`src/rtl/slt_pkg.sv`:
```
// slt_pkg: shared FSM states and sizing helper for the chunk-serial comparator
package slt_pkg;
   typedef enum logic [1:0] {S_IDLE, S_BUSY, S_DONE} state_t;
   function automatic int chunks(input int n, input int w);
      return n / w;
   endfunction
endpackage

```
`src/rtl/chunk_cmp.sv`:
```
// chunk_cmp: one-chunk compare; flip_msb turns an unsigned compare into a signed one
module chunk_cmp #(
   parameter int W = 8
) (
   input  logic [W-1:0] ca,
   input  logic [W-1:0] cb,
   input  logic         flip_msb,
   output logic         c_lt,
   output logic         c_eq
);
   logic [W-1:0] m;
   assign m    = flip_msb ? W'(1) << (W - 1) : '0;
   assign c_lt = (ca ^ m) < (cb ^ m);
   assign c_eq = ca == cb;
endmodule

```
`src/rtl/slt_serial.sv`:
```
// slt_serial: compares two N-bit operands W bits per cycle, MS chunk first, with early exit
module slt_serial import slt_pkg::*; #(
   parameter int N = 32,
   parameter int W = 8
) (
   input  logic         clk,
   input  logic         rst,
   input  logic [N-1:0] a,
   input  logic [N-1:0] b,
   input  logic         is_signed,
   input  logic         i_valid,
   output logic         i_ready,
   output logic         o_valid,
   input  logic         o_ready,
   output logic         lt,
   output logic         eq
);
   localparam int C  = chunks(N, W);
   localparam int CW = C > 1 ? $clog2(C) : 1;
   if (W < 1 || W > N || N % W != 0) begin : g_bad
      $error("slt_serial: N must be a positive multiple of W");
   end
   state_t        state_q, state_d;
   logic [N-1:0]  a_q, a_d, b_q, b_d;
   logic [CW-1:0] cnt_q, cnt_d;
   logic          sgn_q, sgn_d, lt_q, lt_d, eq_q, eq_d, c_lt, c_eq;
   // the sign fix only applies to the chunk holding the operand MSBs
   chunk_cmp #(.W(W)) u_cmp (
      .ca       (a_q[N-1 -: W]),
      .cb       (b_q[N-1 -: W]),
      .flip_msb (sgn_q && cnt_q == '0),
      .c_lt     (c_lt),
      .c_eq     (c_eq)
   );
   assign i_ready = state_q == S_IDLE && !rst;
   assign o_valid = state_q == S_DONE;
   assign lt      = lt_q;
   assign eq      = eq_q;
   always_comb begin
      state_d = state_q;
      a_d     = a_q;
      b_d     = b_q;
      sgn_d   = sgn_q;
      cnt_d   = cnt_q;
      lt_d    = lt_q;
      eq_d    = eq_q;
      case (state_q)
         S_IDLE: if (i_valid) begin
            a_d     = a;
            b_d     = b;
            sgn_d   = is_signed;
            cnt_d   = '0;
            state_d = S_BUSY;
         end
         S_BUSY: if (!c_eq || cnt_q == CW'(C - 1)) begin
            lt_d    = !c_eq && c_lt;
            eq_d    = c_eq;
            state_d = S_DONE;
         end else begin
            a_d   = N'({a_q, W'(0)});
            b_d   = N'({b_q, W'(0)});
            cnt_d = cnt_q + 1'b1;
         end
         S_DONE: state_d = o_ready ? S_IDLE : S_DONE;
         default: state_d = S_IDLE;
      endcase
   end
   always_ff @(posedge clk) begin
      if (rst) begin
         state_q <= S_IDLE;
         cnt_q   <= '0;
         lt_q    <= 1'b0;
         eq_q    <= 1'b0;
      end else begin
         state_q <= state_d;
         cnt_q   <= cnt_d;
         lt_q    <= lt_d;
         eq_q    <= eq_d;
      end
   end
   always_ff @(posedge clk) begin
      a_q   <= a_d;
      b_q   <= b_d;
      sgn_q <= sgn_d;
   end
endmodule

```
`config.mk`:
```
export PLATFORM = sky130hd
export DESIGN_NAME = slt_serial
export DESIGN_NICKNAME = d
export VERILOG_FILES = /design/src/rtl/slt_pkg.sv /design/src/rtl/chunk_cmp.sv /design/src/rtl/slt_serial.sv
export SDC_FILE = /design/constraint.sdc
export NUM_CORES = 1
export LEC_CHECK = 0
export BUFFER_PORTS_ARGS = -buffer_cell sky130_fd_sc_hd__buf_2
export CORE_MARGIN = 2
export CORE_UTILIZATION = 35
export CTS_CLUSTER_SIZE = 30
export DETAILED_ROUTE_END_ITERATION = 8
export HOLD_SLACK_MARGIN = 0.12
export PLACE_DENSITY = 0.62
export SYNTH_ARGS = -nofsm -noshare
export SYNTH_HDL_FRONTEND = slang
export SYNTH_SLANG_ARGS = --single-unit
```
`constraint.sdc`:
```
create_clock -name clk -period 4.5 [get_ports clk]
set_input_delay 0.45 -clock clk [delete_from_list [all_inputs] [get_ports clk]]
set_output_delay 0.45 -clock clk [all_outputs]
set_load 0.01 [all_outputs]
```
==> impl_metrics.toml, run 1 <==
[synthesis]
yosys.area_share.simple_pct = 23.88
synth.most_common_cell = "nand2_1"
synth-compound-area-share_pct = 3.147
synth_cells = 304
synthTopCellsByArea = "edfxtp_1 (61%), nand2_1 (17%), dfxtp_1 (3.8%), ha_1 (3.5%), and2_1 (3.1%)"
synth_area_leader_cell = "edfxtp_1"
ys_ff_latch = 71
ys_warn_count = 0
synth_top_family_by_area = "simple AND/OR/NAND/NOR gates"
synth_edf_count = 65
yosys.area_share.adder_pct = 3.541
synth_xor_area_share_pct = 0.2754
async_flop_share_pct = 0
synthTopCellsByCount = "nand2_1 (147), edfxtp_1 (65), and2_1 (16)"
synth_top_cell_area_share_pct = 61.37
syn_nets = 382
ys_types = 26
synth_area_um2 = 3181
avgSynthCellArea_um2 = 10.46
synth-main-ff-cell = "edfxtp_1"
synth-seq-area-share_pct = 65.15
synthMuxAreaShare_pct = 0.9441

[setup_path]
end_kind = "register"
worst_ep_required_time_ps = 4460
worstPathMaxFanout = 64
worst_ep_arrival_time_ps = 2800
path_class = "register to register"
path_buf_inv = 1
critical_path.cell_chain = "ha_1 > nand3_1 > or4b_4 > or3_4 > nand2_2 > buf_4"
cpLargestDelayFamily = "simple AND/OR/NAND/NOR gates"
cp-start-kind = "register"
worst_path_largest_cell_delay_ps = 620
cp_slowest_cell = "buf_4"

[grt]
grt_max_degree = 67
grt_antenna_before_repair = 0
grt_overflow = 0
grt_first_pass_wirelength_um = 9632
grt_pass1_vias = 2133
grt.total_usage_pct = 12.43

[cts]
postCtsSetupRepairBufs = 0
cts-root-buf = "clkbuf_8"
cts_max_path_buffers = 2
cts_tree = "yes"
cts_made_buffers = 9
cts_hold_buf = 0
cts.sinks = 71
cts_resized = 0
clkTransAtPathRegs_ps = 80
htreeDepth = 3
worst_skew_pair.late_latency_ps = 340

[drt]
avgViaCountPerCell = 4.483
dr.pass1.iters = 4
final_antenna_net_count = 0
dr_total_vias = 2183
initialDrtViolationCount = 97
wl_um = 5795
drc = 0
routedWlPerCell_um = 11.90

[pwr]
ir_worst_vdd_v = 0.0001323
powerDensity_nw_per_um2 = 389.9
power.total_uw = 1506
leakage_uw = 0.001746

[timing]
rsz0062_at_grt = "no"
period_share_pct = 63.16
finalSetupViolations = 0
worst_slew_margin_rel_pct = 29.52
finalHoldViolCount = 0
fmax_mhz = 351.8
skew_ps = 11.92
maxSlewViolCount = 0
finalSetupTns_ps = 0
tightest_slew_ps = 1055
period_needed_ps = 2842

[layout]
nets = 453
antennaDiodeCount = 0
fin_area_um2 = 3861
stdcell_count = 487
syn2layout_area_growth_pct = 21.40
fill_cells = 862
layout-drive-gt1-share_pct = 25.59

[placed_design]
dpl-instance-area_um2 = 3651
dp_cells = 472
hpwl_um = 3932
place.gp.congestion = 0.7426
io_buffers = 72

[floorplanning]
die_w_um = 99.33
die_h_um = 99.33
io_pins = 73
design.core.area_um2 = 8763
dieArea_um2 = 9865
placementRows = 34
start_util_pct = 36.29

[worst_hold_path]
min-delay-path-class = "primary input to register"

[outcome]
status = "finished, final reports clean"

[job]
maxCapViolations = 0
## worst reg2reg max path, cell delays in order, from the launching register on
cell and delay [ps]:
edfxtp_1 380, ha_1 320, nand3_1 120, or4b_4 540, or3_4 380, nand2_2 80, buf_4 620
## metrics by stage
| step | setup slack (ps) | hold WS [ps] | utilization [%] |
|---|---|---|---|
| after global routing | 1516 | 283.7 | 44.06 |
| final | 1658 | 294.9 | 44.06 |
| after CTS | 1624 | 279.4 | 44.06 |
| after floorplan | 1059 | 483.6 | - |
| after detailed placement | 1638 | 490.8 | 41.66 |
| after global placement | 1701 | 489.1 | 41.66 |
## state kept, by name, summed over array words and instances (netlist names)
| register | count |
|---|---|
| a_q | 32 |
| lt | 1 |
| b_q | 32 |
| sgn_q | 1 |
| cnt_q | 2 |
| eq | 1 |
| state_q | 2 |
## cell type report
type                       instances  area, um^2  share of cell area (%)
sequential                        71        2072                   53.66
multi-input combinational        207        1023                   26.51
clock buffer                       9       123.9                   3.208
timing repair buffer              74       375.4                   9.721
tap                              108       135.1                   3.500
inverter                          12       45.04                   1.167
clock inverter                     6       86.33                   2.236
## cells by family after synthesis
| kind of cell | Yosys count |
|---|---|
| simple gates | 180 |
| flops | 71 |
| fa+ha+maj | 9 |
| compound gates | 15 |
| mux | 2 |
| xor+xnor | 1 |
| buf+inv | 26 |
## layout by cell type, fill, tap and decap left out
master      netlist  routed
or4b_4            1       1
a2111oi_0         1       1
xor2_1            1       1
nor2_1            3       3
a21boi_0          1       1
nand3_1           3       3
a21oi_1           5       5
ha_1              9       9
nor2b_1           3       2
nand2_1         147     146
clkinv_4          0       1
clkinv_2          0       2
bufinv_16         0       2
clkinvlp_4        0       1
and3b_2           1       1
clkbuf_8          0       9
buf_4             0       2
mux2_4            2       2
dfxtp_1           6       6
a32oi_1           1       1
and2_1           16      16
inv_1            12      12
edfxtp_1         65      65
o221ai_1          1       1
nand2b_2          0       1
o21ai_0           2       2
a211oi_1          2       2
nand2b_1          2       1
nand2_2           0       1
o22ai_1           1       1
nor2b_4           0       1
nor3_1            3       3
or3_4             1       1
buf_2             0      72
a32o_1            1       1
## worst paths after layout
path,start,cells past startpoint,endpoint,slack (ps)
max,a_q[30]$_DFFE_PP_,6,a_q[27]$_DFFE_PP_,1660
min,is_signed,1,sgn_q$_DFFE_PP_,290
max reg2reg,a_q[30]$_DFFE_PP_,6,a_q[27]$_DFFE_PP_,1660
min reg2reg,b_q[5]$_SDFFCE_PP0P_,2,b_q[13]$_DFFE_PP_,510
## routing by layer
metal	GRT usage, %	share of wire [%]	vias up
met4	5.058	0.45	0
met1	15.15	44	974
met2	20.79	50	63
met3	3.584	5.8	2
li1	-	-	1144
met5	0	0	-
## report_power, final
| group | switching, uW | total [uW] | internal (uW) |
|---|---|---|---|
| Combinational | 91.7 | 156 | 64.3 |
| Clock | 237 | 545 | 308 |
| Sequential | 15.6 | 805 | 789 |
| Total | 344 | 1510 | 1160 |
Power figures use the tool's default switching activity.
==> run 2: changes to the inputs <==
Settings changed: ABC_AREA set to 1.
Clock period 4.5 ns to 2.7 ns, I/O delays scaled along.
==> impl_metrics.toml, run 2 <==
[layout]
layout-drive-gt1-share_pct = 22.84
layout_commonest_cell = "nand2_1"
nets = 502
syn2layout_area_growth_pct = 20.89
top_regs = "a_q (32), b_q (32)"
antennaDiodeCount = 0
fill_cells = 877
mostFrequentLayoutCells = "nand2_1 (172), buf_2 (72), edfxtp_1 (65)"

[synthesis]
ys_ff_latch = 71
synthTopCellsByArea = "edfxtp_1 (60%), nand2_1 (20%), inv_1 (4.2%), dfxtp_1 (3.7%), ha_1 (3.4%)"
synth.most_common_cell = "nand2_1"
synth-seq-area-share_pct = 63.23
synth_area_leader_cell = "edfxtp_1"
synth_top_cell_area_share_pct = 59.56
synth_cells = 348
avgSynthCellArea_um2 = 9.416
synth_edf_count = 65
synth-main-ff-cell = "edfxtp_1"
ys_types = 18
synthTopCellsByCount = "nand2_1 (173), edfxtp_1 (65), inv_1 (37)"
async_flop_share_pct = 0
syn_nets = 426
ys_warn_count = 0
synth_area_um2 = 3277

[setup_path]
worst_ep_arrival_time_ps = 2050
critical_path.cell_chain = "ha_1 > nand2_1 > nor2_1 > nand4_4 > nand2_2 > buf_4"
worst_path_largest_cell_delay_ps = 380
path_class = "register to register"
critPathLaunch = "a_q[27]$_DFFE_PP_"
end_kind = "register"
path_buf_inv = 1
worst_ep_required_time_ps = 2720
cp_slowest_cell = "edfxtp_1"
cp-start-kind = "register"
worstPathMaxFanout = 21
cpLargestDelayFamily = "simple AND/OR/NAND/NOR gates"
rr_startpoint = "a_q[27]$_DFFE_PP_"

[cts]
htreeDepth = 3
worst_skew_pair.late_latency_ps = 350
cts_made_buffers = 9
clkTransAtPathRegs_ps = 80
cts-root-buf = "clkbuf_8"
cts_resized = 0
cts_tree = "yes"
cts.sinks = 71
cts_max_path_buffers = 2

[floorplanning]
dieArea_um2 = 10150
start_util_pct = 35.80
die_w_um = 100.8
io_pins = 73
placementRows = 35
design.core.area_um2 = 9153
die_h_um = 100.8

[grt]
grt_overflow = 0
grt_max_degree = 50
grt_first_pass_wirelength_um = 9473
grt_antenna_before_repair = 0
grt_pass1_vias = 2217
grt.total_usage_pct = 12.23

[drt]
dr.pass1.iters = 4
routedWlPerCell_um = 10.45
avgViaCountPerCell = 4.256
initialDrtViolationCount = 124
dr_total_vias = 2298
drc = 0
final_antenna_net_count = 0
wl_um = 5641

[timing]
period_share_pct = 75.00
finalSetupViolations = 0
fmax_mhz = 493.9
period_needed_ps = 2025
worst_slew_margin_rel_pct = 50.76
maxSlewViolCount = 0
rsz0062_at_grt = "no"
fin_ws_ps = 675.1
finalSetupTns_ps = 0
tightest_slew_ps = 737.5
holdWs_ps = 138.1
skew_ps = 10.65
finalHoldViolCount = 0

[pwr]
pwr-share-clk_pct = 34.5
power.internal_uw = 1862
switchingPower_uw = 622.2
power.total_uw = 2485
leakage_uw = 0.001911
ir_worst_vdd_v = 0.0002779
power_frac_comb_pct = 11.5
powerDensity_nw_per_um2 = 627.2
p_seq_share_pct = 53.9
netSwitchingFraction_pct = 25.04

[worst_hold_path]
min-delay-path-class = "primary input to register"
hp-start = "rst"

[placed_design]
hpwl_um = 4064
post-place-ws_ps = 689.0
io_buffers = 72
place.gp.congestion = 0.7336

[job]
maxCapViolations = 0

[outcome]
status = "finished, final reports clean"
run 2: path summary, 6_finish.rpt:
path / endpoint / slack [ps] / cells after the start
setup / recovery: b_q[24]$_DFFE_PP_ / 680 / 6
hold reg to reg: eq$_SDFFE_PP0P_ / 460 / 2
setup reg to reg: b_q[24]$_DFFE_PP_ / 680 / 6
hold / removal: eq$_SDFFE_PP0P_ / 140 / 2
run 2: metal layers:
layer	vias to the layer above	global-route usage (%)	share of wire, %
met1	975	15.08	45
li1	1245	-	-
met3	13	2.358	5.1
met2	65	20.05	48
met5	-	0	0
met4	0	6.955	2.5
run 2: through the flow:
step           cells  util [%]  cell area, um^2
2_1_floorplan    348         -             3279
3_3_place_gp     523     40.96             3749
3_5_place_dp     523     40.96             3749
4_1_cts          540     43.28             3961
5_1_grt          540     43.28             3961
6_report         540     43.28             3961
run 2: logic make-up after synthesis:
group	synth area share, %
compound gates	1.069
buf+inv	6.682
simple gates	25.58
fa+ha+maj	3.436
flops	63.23
run 2: repair_timing:
| action | in CTS | in global routing |
|---|---|---|
| endpoints found under the hold margin | 1 | 0 |
| hold buffers | 1 | 0 |
| buffers inserted | 0 | 0 |
run 2: final cells by class:
type	instances	area, um^2	area share, %
clock inverter	7	78.83	1.990
timing repair buffer	77	412.9	10.42
inverter	39	146.4	3.696
multi-input combinational	226	988.4	24.95
clock buffer	9	123.9	3.127
tap	111	138.9	3.506
sequential	71	2072	52.31
run 2: power groups by stage:
stage	Clock (uW)	Combinational, uW	Sequential, uW
after floorplan	0	190	1360
after global placement	0	287	1360
after detailed placement	0	291	1370
after CTS	875	294	1340
after global routing	935	337	1350
final	858	287	1340
